--- config.mk ---
export PLATFORM = sky130hd
export DESIGN_NAME = demux2_flat
export DESIGN_NICKNAME = d
export VERILOG_FILES = /design/src/rtl/demux2_if.sv /design/src/rtl/demux2.sv /design/src/flat_wrapper.sv
export SDC_FILE = /design/constraint.sdc
export NUM_CORES = 1
export LEC_CHECK = 0
export ABC_CLOCK_PERIOD_IN_PS = 5300
export CORE_UTILIZATION = 50
export CTS_CLUSTER_SIZE = 14
export DETAILED_ROUTE_END_ITERATION = 12
export PLACE_DENSITY = 0.88
export SETUP_SLACK_MARGIN = 0.05
export SYNTH_ARGS = -nofsm -noshare
export SYNTH_HDL_FRONTEND = slang
export SYNTH_SLANG_ARGS = --single-unit
--- constraint.sdc ---
create_clock -name clk -period 5.3 [get_ports clk]
set_clock_uncertainty 0.15 [all_clocks]
set_input_delay 0.53 -clock clk [delete_from_list [all_inputs] [get_ports clk]]
set_output_delay 0.53 -clock clk [all_outputs]
set_load 0.05 [all_outputs]
--- src/rtl/demux2_if.sv ---
// Bundle of the demux2 input stream, both output streams and the delivery
// counters. The slave view belongs to the demux; the master view belongs to
// whatever produces words and consumes the two ports.
interface demux2_if #(
    parameter int WIDTH = 8
);
    logic [WIDTH-1:0] din;
    logic             din_valid;
    logic             din_ready;
    logic             s1;
    logic [WIDTH-1:0] a_data;
    logic             a_valid;
    logic             a_ready;
    logic [WIDTH-1:0] b_data;
    logic             b_valid;
    logic             b_ready;
    logic [7:0]       a_count;
    logic [7:0]       b_count;

    modport slave (
        input  din, din_valid, s1, a_ready, b_ready,
        output din_ready, a_data, a_valid, b_data, b_valid, a_count, b_count
    );

    modport master (
        output din, din_valid, s1, a_ready, b_ready,
        input  din_ready, a_data, a_valid, b_data, b_valid, a_count, b_count
    );
endinterface

--- src/rtl/demux2.sv ---
// 1-to-2 stream demultiplexer. Each accepted word is routed by s1 into a
// two-entry FIFO in front of port a (s1=0) or port b (s1=1). Index 0 of every
// per-port array is port a, index 1 is port b. Words leave each port in order,
// and a wrapping 8-bit counter per port tallies deliveries.
module demux2 #(
    parameter int WIDTH = 8
) (
    input  logic     clk,
    input  logic     rst_n,
    demux2_if.slave  bus
);
    localparam int DEPTH = 2;

    logic [WIDTH-1:0] mem_q  [2][DEPTH];
    logic [WIDTH-1:0] mem_d  [2][DEPTH];
    logic [1:0]       rd_ptr_q, rd_ptr_d;
    logic [1:0]       wr_ptr_q, wr_ptr_d;
    logic [1:0]       occ_q  [2];
    logic [1:0]       occ_d  [2];
    logic [7:0]       dcnt_q [2];
    logic [7:0]       dcnt_d [2];

    logic [1:0] sel;
    logic [1:0] port_ready;
    logic [1:0] push;
    logic [1:0] pop;
    logic       din_ready_int;
    logic       accept;

    // Readiness looks only at the occupancy of the buffer the current select
    // points at; held low throughout reset so nothing is taken.
    assign din_ready_int = rst_n && (occ_q[bus.s1] != 2'(DEPTH));
    assign accept        = bus.din_valid && din_ready_int;

    assign sel        = {bus.s1, ~bus.s1};
    assign port_ready = {bus.b_ready, bus.a_ready};

    // Next-state for both buffers: write at tail on push, advance head on pop.
    always_comb begin
        mem_d    = mem_q;
        rd_ptr_d = rd_ptr_q;
        wr_ptr_d = wr_ptr_q;
        occ_d    = occ_q;
        dcnt_d   = dcnt_q;
        push     = 2'b00;
        pop      = 2'b00;
        for (int p = 0; p < 2; p++) begin
            push[p] = accept && sel[p];
            pop[p]  = (occ_q[p] != 2'd0) && port_ready[p];
            if (push[p]) begin
                mem_d[p][wr_ptr_q[p]] = bus.din;
                wr_ptr_d[p]           = ~wr_ptr_q[p];
            end
            if (pop[p]) begin
                rd_ptr_d[p] = ~rd_ptr_q[p];
                dcnt_d[p]   = dcnt_q[p] + 8'd1;
            end
            if (push[p] && !pop[p]) begin
                occ_d[p] = occ_q[p] + 2'd1;
            end else if (pop[p] && !push[p]) begin
                occ_d[p] = occ_q[p] - 2'd1;
            end
        end
    end

    // State registers; reset empties both buffers and zeroes the storage so
    // the data outputs read 0 while held in reset.
    always_ff @(posedge clk or negedge rst_n) begin
        if (!rst_n) begin
            for (int p = 0; p < 2; p++) begin
                for (int e = 0; e < DEPTH; e++) begin
                    mem_q[p][e] <= '0;
                end
                occ_q[p]  <= 2'd0;
                dcnt_q[p] <= 8'd0;
            end
            rd_ptr_q <= 2'b00;
            wr_ptr_q <= 2'b00;
        end else begin
            mem_q    <= mem_d;
            rd_ptr_q <= rd_ptr_d;
            wr_ptr_q <= wr_ptr_d;
            occ_q    <= occ_d;
            dcnt_q   <= dcnt_d;
        end
    end

    assign bus.din_ready = din_ready_int;
    assign bus.a_data    = mem_q[0][rd_ptr_q[0]];
    assign bus.a_valid   = (occ_q[0] != 2'd0);
    assign bus.b_data    = mem_q[1][rd_ptr_q[1]];
    assign bus.b_valid   = (occ_q[1] != 2'd0);
    assign bus.a_count   = dcnt_q[0];
    assign bus.b_count   = dcnt_q[1];
endmodule

--- src/flat_wrapper.sv ---
// flat-port wrapper written by rule: the top's interface ports become plain ports
module demux2_flat 
#(
    parameter int WIDTH = 8
)
  (clk, rst_n, bus_din, bus_din_valid, bus_s1, bus_a_ready, bus_b_ready, bus_din_ready, bus_a_data, bus_a_valid, bus_b_data, bus_b_valid, bus_a_count, bus_b_count);
  demux2_if #(.WIDTH(WIDTH)) bus_i ();
  input  logic clk;
  input  logic rst_n;
  input wire logic [$bits(bus_i.din)-1:0] bus_din;
  input wire logic [$bits(bus_i.din_valid)-1:0] bus_din_valid;
  input wire logic [$bits(bus_i.s1)-1:0] bus_s1;
  input wire logic [$bits(bus_i.a_ready)-1:0] bus_a_ready;
  input wire logic [$bits(bus_i.b_ready)-1:0] bus_b_ready;
  output wire logic [$bits(bus_i.din_ready)-1:0] bus_din_ready;
  output wire logic [$bits(bus_i.a_data)-1:0] bus_a_data;
  output wire logic [$bits(bus_i.a_valid)-1:0] bus_a_valid;
  output wire logic [$bits(bus_i.b_data)-1:0] bus_b_data;
  output wire logic [$bits(bus_i.b_valid)-1:0] bus_b_valid;
  output wire logic [$bits(bus_i.a_count)-1:0] bus_a_count;
  output wire logic [$bits(bus_i.b_count)-1:0] bus_b_count;
  assign bus_i.din = bus_din;
  assign bus_i.din_valid = bus_din_valid;
  assign bus_i.s1 = bus_s1;
  assign bus_i.a_ready = bus_a_ready;
  assign bus_i.b_ready = bus_b_ready;
  assign bus_din_ready = bus_i.din_ready;
  assign bus_a_data = bus_i.a_data;
  assign bus_a_valid = bus_i.a_valid;
  assign bus_b_data = bus_i.b_data;
  assign bus_b_valid = bus_i.b_valid;
  assign bus_a_count = bus_i.a_count;
  assign bus_b_count = bus_i.b_count;
  demux2 #(.WIDTH(WIDTH)) u_core (.clk(clk), .rst_n(rst_n), .bus(bus_i));
endmodule
==> summary.md <==
| Metric | Value |
|---|---|
| Result of the run | complete, no violations |
| Port Buffer Count | 48 |
| Leading post-synthesis cells by cell area | sky130_fd_sc_hd__dfrtp_1 56%, sky130_fd_sc_hd__mux2_2 18%, sky130_fd_sc_hd__mux2_4 4.8% |
| Weighted congestion reported at the end of routability-driven placement | 0.7341 |
| Post-CTS Setup Bufs | 0 |
| Largest family of logic cells by synthesized area | multiplexers |
| Number of maximum-capacitance violations | 0 |
| Later-pin clock latency in the skew report | 0.31 ns |
| H-tree depth | 2 |
| Dominant cell type by area after synthesis | sky130_fd_sc_hd__dfrtp_1 |
| GRT busiest layer | met2 |
| Yosys top cell area share | 55.72% |
| Setup TNS | 0 ns |
| Detailed placer's ending HPWL | 3121 um |
| Ys async rst share | 100.0% |
| Met1 track demand over resource | 25.83% |
| Via count of the first global-routing pass | 1556 |
| Multiplexer area fraction after synthesis | 22.69% |
| Cts hold-fix bufs | 0 |
| Sequential-to-total area share from yosys stat | 55.72% |
| Initial antenna violation count | 0 |
| Die area | 5317 sq um |
| Worst hold slack | 0.07342 ns |
| Synth Area in Simple Gates | 8.806% |
| Number of endpoints with negative hold slack in the final report | 0 |
| Arr. time, crit path | 2.09 ns |
| CTS resizes | 0 |
| Required arrival time at the worst endpoint | 4.62 ns |
| Remaining max-slew budget at the tightest pin | 53.66% |
| Number of max-slew violations in the final report | 0 |
| Wire length of the first global-routing pass | 7327 um |
| Bufs on Longest Clock Path | 2 |
| First DRT Iteration DRCs | 83 |
| Number of antenna-violating nets in the routed design | 0 |
| Number of buffers added by the clock tree synthesis step | 5 |
| Instance count of the mapped netlist | 183 |
| Clock tree from TritonCTS | yes |
| Number of flip-flops and latches in the synthesized netlist | 56 |
| CP Launch Type | input pin |
| Met2 usage in global routing | 28.56% |
| Layout overhead on the synthesized area | 24.93% |
| Critical path peak fanout | 29 |
| Synth Area in Compound Gates | 0.9950% |
| Commonest register cell after synthesis | sky130_fd_sc_hd__dfrtp_1 |
| Setup violators final | 0 |
| Congestion Overflow GR | 0 |
| Nets | 252 |
| Initial Utilization | 52.55% |
| Avg Cell Area, Syn | 13.74 sq um |
| Start-to-end type of the worst setup path | in2out |
| RSZ-0062 raised after global routing | false |
| Clk slew on worst S/H paths | 0.10 ns |
| Total via count after detailed routing | 1533 |
| Fraction of layout cells with a size suffix above 1 | 26.38% |
| Kind of end point of the critical path | primary output |
| Net count after synthesis | 201 |
| Buffer cell driving the clock tree root | sky130_fd_sc_hd__clkbuf_8 |
| Actual transition at the worst max-transition pin | 0.6914 ns |
| Die boundary width | 72.92 um |
| Total length of routed wires | 4428 um |
| Final worst-path cycle share | 52.27% |
| Most frequent cells after synthesis | 56 x sky130_fd_sc_hd__dfrtp_1, 40 x sky130_fd_sc_hd__mux2_2, 12 x sky130_fd_sc_hd__nand2_1, 12 x sky130_fd_sc_hd__xnor2_1, 12 x sky130_fd_sc_hd__xor2_1 |
| Mapped Area | 2515 sq um |
| Class of the worst hold path | in2async |
| Count of boundary I/O pins | 49 |
| Yosys warning count | 0 |
| Die height | 72.92 um |
| Floorplan Core Area | 4786 sq um |
| FMAX | 360.9 MHz |
| Xor/xnor cell area share of the yosys netlist | 8.358% |
| Count of standard-cell rows | 25 |
| Leading cell type by number of instances after synthesis | sky130_fd_sc_hd__dfrtp_1 |
| Largest net degree at the start of global routing | 34 |
| WL/cell | 14.66 um |
| Antenna cells | 0 |
| Vias per Instance | 5.076 |
| Share of synthesized cell area in full adder, half adder and majority cells | 1.990% |
| Met3 track demand over resource in global routing | 5.663% |
| Post-route DRC violation count | 0 |
| Clock sink total | 56 |
| DRT Pass-1 Iters | 4 |
| Final min period | 2.771 ns |
| Number of distinct standard cells referenced by the synthesized netlist | 27 |
| Post-synth EDFFs | 0 |
| All-layer global routing usage | 18.59% |
[cell type report]
class                      instances  area (sq um)
clock buffer                       6         72.57
timing repair buffer              49         483.0
sequential                        56          1401
multi-input combinational        120          1077
clock inverter                     2         16.27
inverter                           2         7.507
fill                             373          1644
tap                               67         83.83
[through the flow]
step | setup WS (ns) | utilization [%] | std cells | area (sq um)
2_1_floorplan | 3.510 | - | 183 | 2515
3_3_place_gp | 2.324 | 63.79 | 294 | 3053
3_5_place_dp | 2.233 | 63.79 | 294 | 3053
4_1_cts | 2.492 | 65.65 | 302 | 3142
5_1_grt | 2.400 | 65.65 | 302 | 3142
6_report | 2.529 | 65.65 | 302 | 3142
[sequential cells by signal, summed over array words and instances, names as in the netlist]
register            count
u_core.bus.b_count      8
u_core.occ_q            4
u_core.wr_ptr_q         2
u_core.mem_q           32
u_core.bus.a_count      8
u_core.rd_ptr_q         2
[metal layers]
layer,routed length [um],up-vias
met5,0,-
met4,40,0
met3,188,4
met2,2068,34
met1,2130,759
li1,-,736
[logic make-up after synthesis]
logic type / Yosys count
buffers and inverters: 7
xor gates and xnor gates: 24
muxes: 48
AOI/OAI and AO/OA: 3
DFF: 56
and+or+nand+nor: 41
adders and majority gates: 4
[worst paths after layout]
kind	cells past startpoint	to	slack (ns)	startpoint
worst max register to register	3	u_core.mem_q[5]	3.41	u_core.occ_q[1]
worst min register to register	1	u_core.bus.a_count[7]	0.33	u_core.bus.a_count[7]
worst min-delay path	1	u_core.rd_ptr_q[0]	0.07	rst_n
worst max-delay path	3	bus_din_ready	2.53	rst_n
min in group clk	1	u_core.bus.a_count[7]	0.33	u_core.bus.a_count[7]
max in group asynchronous	2	u_core.bus.b_count[6]	4.10	rst_n
[placed cells by master (no fill, tap or decap), types with 2 or more instances in the layout]
cell	synthesis	final
sky130_fd_sc_hd__nand3_1	3	3
sky130_fd_sc_hd__nand4_1	6	6
sky130_fd_sc_hd__mux2_4	8	8
sky130_fd_sc_hd__dfrtp_1	56	56
sky130_fd_sc_hd__or2_2	2	2
sky130_fd_sc_hd__ha_1	4	4
sky130_fd_sc_hd__mux2_2	40	40
sky130_fd_sc_hd__nand2_1	12	12
sky130_fd_sc_hd__xor2_1	12	12
sky130_fd_sc_hd__clkdlybuf4s50_1	0	47
sky130_fd_sc_hd__xnor2_1	12	12
sky130_fd_sc_hd__o21a_1	2	2
sky130_fd_sc_hd__nor2_1	4	4
sky130_fd_sc_hd__and3_1	2	2
sky130_fd_sc_hd__clkbuf_8	0	5
sky130_fd_sc_hd__nor3_1	5	5
[worst max-delay path, cell delays in order]
cell	delay, ns
sky130_fd_sc_hd__buf_2	0.49
sky130_fd_sc_hd__o211a_1	0.27
sky130_fd_sc_hd__clkdlybuf4s50_1	0.80
Power is left out: the tool's default activity adds up to more than one toggle a clock period on the data nets, which glitch-free logic cannot reach.
==> patch 1: new RTL, config.mk and constraints unchanged <==
`WIDTH` is set to 8 in 3 places; all go to 6.
--- a/src/rtl/demux2_if.sv
+++ b/src/rtl/demux2_if.sv
@@ -2,7 +2,7 @@
 // counters. The slave view belongs to the demux; the master view belongs to
 // whatever produces words and consumes the two ports.
 interface demux2_if #(
-    parameter int WIDTH = 8
+    parameter int WIDTH = 6
 );
     logic [WIDTH-1:0] din;
     logic             din_valid;
--- a/src/rtl/demux2.sv
+++ b/src/rtl/demux2.sv
@@ -3,7 +3,7 @@
 // per-port array is port a, index 1 is port b. Words leave each port in order,
 // and a wrapping 8-bit counter per port tallies deliveries.
 module demux2 #(
-    parameter int WIDTH = 8
+    parameter int WIDTH = 6
 ) (
     input  logic     clk,
     input  logic     rst_n,
--- a/src/flat_wrapper.sv
+++ b/src/flat_wrapper.sv
@@ -1,7 +1,7 @@
 // flat-port wrapper written by rule: the top's interface ports become plain ports
 module demux2_flat 
 #(
-    parameter int WIDTH = 8
+    parameter int WIDTH = 6
 )
   (clk, rst_n, bus_din, bus_din_valid, bus_s1, bus_a_ready, bus_b_ready, bus_din_ready, bus_a_data, bus_a_valid, bus_b_data, bus_b_valid, bus_a_count, bus_b_count);
   demux2_if #(.WIDTH(WIDTH)) bus_i ();
Interface: changed (resized bus_a_data, bus_b_data and bus_din); port bits go from 49 to 43. The function was not compared with the original's and may differ.
==> patch 1 against the unedited design <==
Sequential share of layout area is 0.47 points lower. Wire length down 14%. Final area fell by 13%. Synthesized area shrank 14%. Count of clock-buffer cells in the layout unchanged. Worst setup slack worse by 0.061 ns. Sequential cell count is 8 lower. Global-route usage grew 0.94 points. Largest cell class unchanged.
Power is left out: the tool's default activity adds up to more than one toggle a clock period on the data nets, which glitch-free logic cannot reach.
==> patch 1: results (changes against the unedited design) <==
STA
  • Hold Slack: 0.175 ns (was 0.0734 ns)

Finish
  • NumNets Final: 224 (was 252)
  • Max reg flops: 24 (was 32)
  • Layout cell share with drive strength beyond 1: 23.4% (was 26.4%)

Logic synthesis
  • Complex-gate fraction of the synthesized area: 1.21% (was 0.995%)
  • Adder-Cell Fraction of Synth Area: 2.30% (was 1.99%)
  • Post-synthesis xor/xnor area fraction: 9.68% (was 8.36%)
  • Net Count, Synth: 179 (was 201)
  • Register area share after synthesis: 55.3% (was 55.7%)
  • Mux cell area share after synthesis: 19.7% (was 22.7%)
  • Yosys cell types: 29 (was 27)
  • Top cells by count, synth: dfrtp_1 (48), mux2_2 (26), nand2_1 (13), xnor2_1 (12), xor2_1 (12) (was dfrtp_1 (56), mux2_2 (40), nand2_1 (12), xnor2_1 (12), xor2_1 (12))

Global route
  • Largest net degree at the start of global routing: 54 (was 34)
  • Global-route wire length before repair: 6440 um (was 7330 um)
  • Total GRT Usage: 19.5% (was 18.6%)
  • Number of global-route vias before repair: 1317 (was 1556)

Clocking
  • Worst-Skew Late Latency: 0.29 ns (was 0.31 ns)
  • Clock transition at path regs: 0.08 ns (was 0.10 ns)

Drt
  • DR vias/cell: 5.19 (was 5.08)
  • Initial DRC Count: 52 (was 83)
  • Routed wire per std cell: 14.6 um (was 14.7 um)
  • Routed Wire Length: 3790 um (was 4430 um)

Outcome
  • Status: completed (unchanged)

Placed design
  • Placed Area: 2630 um2 (was 3050 um2)
  • Place WS: 2.43 ns (was 2.23 ns)
  • Routability cong.: 0.717 (was 0.734)
  • IO Port Bufs: 42 (was 48)
  • Placed cells: 251 (was 294)
  • Dpl hpwl: 2760 um (was 3120 um)

Worst setup path
  • Critical Path AT: 2.15 ns (was 2.09 ns)
  • Critical Path Fanout Max: 53 (was 29)
  • Flop2flop setup slack: 3.52 ns (was 3.41 ns)
-- patch 1: area by class of cell --
| cell class | count | area (um2) |
|---|---|---|
| inverter | 2 | 7.51 |
| multi-input combinational | 108 | 935 |
| clock buffer | 6 | 82.6 |
| tap | 50 | 62.6 |
| timing repair buffer | 43 | 423 |
| sequential | 48 | 1200 |
| fill | 315 | 1370 |
| clock inverter | 2 | 10.0 |
-- patch 1: how the worst max path moves through the flow --
stage | from | to | slack (ns) | cells past startpoint
global route | rst_n | bus_din_ready | 2.33 | 4
CTS | rst_n | bus_din_ready | 2.42 | 4
finish | rst_n | bus_din_ready | 2.47 | 4
detailed placement | rst_n | bus_din_ready | 2.43 | 4
global placement | rst_n | bus_din_ready | 2.44 | 4
floorplan | u_core.rd_ptr_q[0]$_DFFE_PN0P_ | bus_a_data[0] | 3.57 | 2
-- patch 1: metal layers --
metal	vias up	GRT usage [%]	share of wire (%)
met5	-	0	0
met4	0	7.81	1.2
met3	4	4.00	3.6
met2	25	30.2	48
met1	665	26.9	48
li1	650	-	-
==> patch 2: new RTL, same flow settings <==
Without the edit above. Reset style: synchronous (`rst_n`), changed in one clocked block.
--- a/src/rtl/demux2.sv
+++ b/src/rtl/demux2.sv
@@ -65,7 +65,7 @@
 
     // State registers; reset empties both buffers and zeroes the storage so
     // the data outputs read 0 while held in reset.
-    always_ff @(posedge clk or negedge rst_n) begin
+    always_ff @(posedge clk) begin
         if (!rst_n) begin
             for (int p = 0; p < 2; p++) begin
                 for (int e = 0; e < DEPTH; e++) begin
Behaviour: differs if rst_n is asserted again (counterexample within 4 cycles, from zero or initial values and one cycle with rst_n low); with rst_n held inactive, the same outputs for 10 cycles.
==> patch 2 against the unedited design <==
Sequential share of layout area fell by 8.3 points. Critical endpoint unchanged. Sequential cell count did not move. Worst setup slack got worse by 0.77 ns. Register-to-register slack got worse by 0.21 ns. Synthesized area fell by 1.6%. Critical path type unchanged. First-iteration DRC count fell by 17%. Final area fell by 1.8%. Wire length rose by 9.2%. Synthesized cell count rose by 41%.
==> patch 2: results (changes against the unedited design) <==
Logic synthesis
  • Register area share after synthesis: 45.3% (was 55.7%)
  • Synth Instances: 258 (was 183)
  • Complex-gate fraction of the synthesized area: 7.23% (was 0.995%)
  • Adder-Cell Fraction of Synth Area: 2.02% (was 1.99%)
  • Yosys cell types: 33 (was 27)
  • Net Count, Synth: 276 (was 201)
  • Mux cell area share after synthesis: 21.9% (was 22.7%)
  • Async set-reset flop share out of synthesis: 0% (was 100%)
  • Top cells by count, synth: dfxtp_1 (56), nand2_1 (46), mux2i_1 (36), mux2_2 (16), nor2_1 (14) (was dfrtp_1 (56), mux2_2 (40), nand2_1 (12), xnor2_1 (12), xor2_1 (12))
  • Synth top area cells: dfxtp_1 (45%), mux2i_1 (15%), mux2_2 (7.3%), nand2_1 (7.0%), xor2_1 (3.2%) (was dfrtp_1 (56%), mux2_2 (18%), mux2_4 (4.8%), xnor2_1 (4.2%), xor2_1 (4.2%))
  • Post-synthesis xor/xnor area fraction: 3.54% (was 8.36%)

Finish
  • NumNets Final: 318 (was 252)
  • Largest Register: u_core.mem_q (unchanged)
  • Non-Filler Instances: 368 (was 302)
  • Layout cell share with drive strength beyond 1: 11.0% (was 26.4%)
  • Fill cells: 425 (was 373)

Global route
  • Met3 usage: 6.39% (was 5.66%)
  • M2 GR Usage: 34.3% (was 28.6%)
  • Number of global-route vias before repair: 1765 (was 1556)
  • Met1 Use GR: 24.4% (was 25.8%)
  • Total GRT Usage: 20.0% (was 18.6%)
  • Largest net degree at the start of global routing: 48 (was 34)

STA
  • Slew Limit Headroom: 17.9% (was 53.7%)
  • Post-route minimum period: 3.54 ns (was 2.77 ns)

Placed design
  • Placed cells: 360 (was 294)
  • Placed Area: 2990 um2 (was 3050 um2)
  • Routability cong.: 0.716 (was 0.734)
  • Dpl hpwl: 3450 um (was 3120 um)

Worst setup path
  • Critical Path AT: 2.86 ns (was 2.09 ns)
  • R2r worst-path depth: 6 (was 3)
  • Critical Path Fanout Max: 47 (was 29)
  • CP max stage delay: 0.83 ns (was 0.80 ns)

Drt
  • Routed wire per std cell: 13.1 um (was 14.7 um)
  • DR vias: 1932 (was 1533)
  • Initial DRC Count: 69 (was 83)

Hold path
  • Worst min path class: reg2reg (was in2async)

Outcome
  • Status: completed (unchanged)
==> patch 2: changes by cell type after synthesis, moves of 10 or more <==
cell,unedited run,this run
mux2i_1,0,36
nor2_1,4,14
a21oi_1,0,12
xnor2_1,12,1
mux2_2,40,16
dfxtp_1,0,56
dfrtp_1,56,0
nand2_1,12,46
==> patch 2: final timing paths <==
kind / endpoint / start / slack [ns]
max reg2reg: u_core.occ_q[1]$_SDFFE_PN0P_ / u_core.occ_q[1]$_SDFFE_PN0P_ / 3.20
max: bus_din_ready / rst_n / 1.76
min: u_core.mem_q[5]$_SDFFE_PN0P_ / u_core.mem_q[5]$_SDFFE_PN0P_ / 0.31
min reg2reg: u_core.mem_q[5]$_SDFFE_PN0P_ / u_core.mem_q[5]$_SDFFE_PN0P_ / 0.31
==> patch 2: per-layer routing <==
metal  wire (um)  vias to the layer above
met5           0                        -
met2        2390                       48
met1        2150                      899
li1            -                      982
met4          37                        0
met3         255                        3
==> patch 2: final cells by class <==
class,instances,area (um2),area share (%)
Timing Repair Buffer,49,488,15.8
Clock inverter,2,10.0,0.324
Tap cell,67,83.8,2.72
Inverter,4,15.0,0.487
Sequential cell,56,1120,36.3
Clock buffer,6,82.6,2.68
Multi-Input combinational cell,184,1280,41.6
==> patch 2: per-stage QoR <==
step                power, mW  hold slack, ns  setup WS [ns]
floorplan               0.780           0.281           2.88
global placement        0.861           0.288           1.75
detailed placement      0.871           0.299           1.73
CTS                      1.11           0.313           1.72
global route             1.16           0.335           1.56
finish                   1.10           0.313           1.76
==> patch 2: report_power, final <==
| part | internal (mW) | switching (mW) | total (mW) |
|---|---|---|---|
| Combinational | 0.142 | 0.202 | 0.344 |
| Sequential | 0.458 | 0.0598 | 0.518 |
| Clock | 0.105 | 0.134 | 0.238 |
| Total | 0.704 | 0.396 | 1.10 |
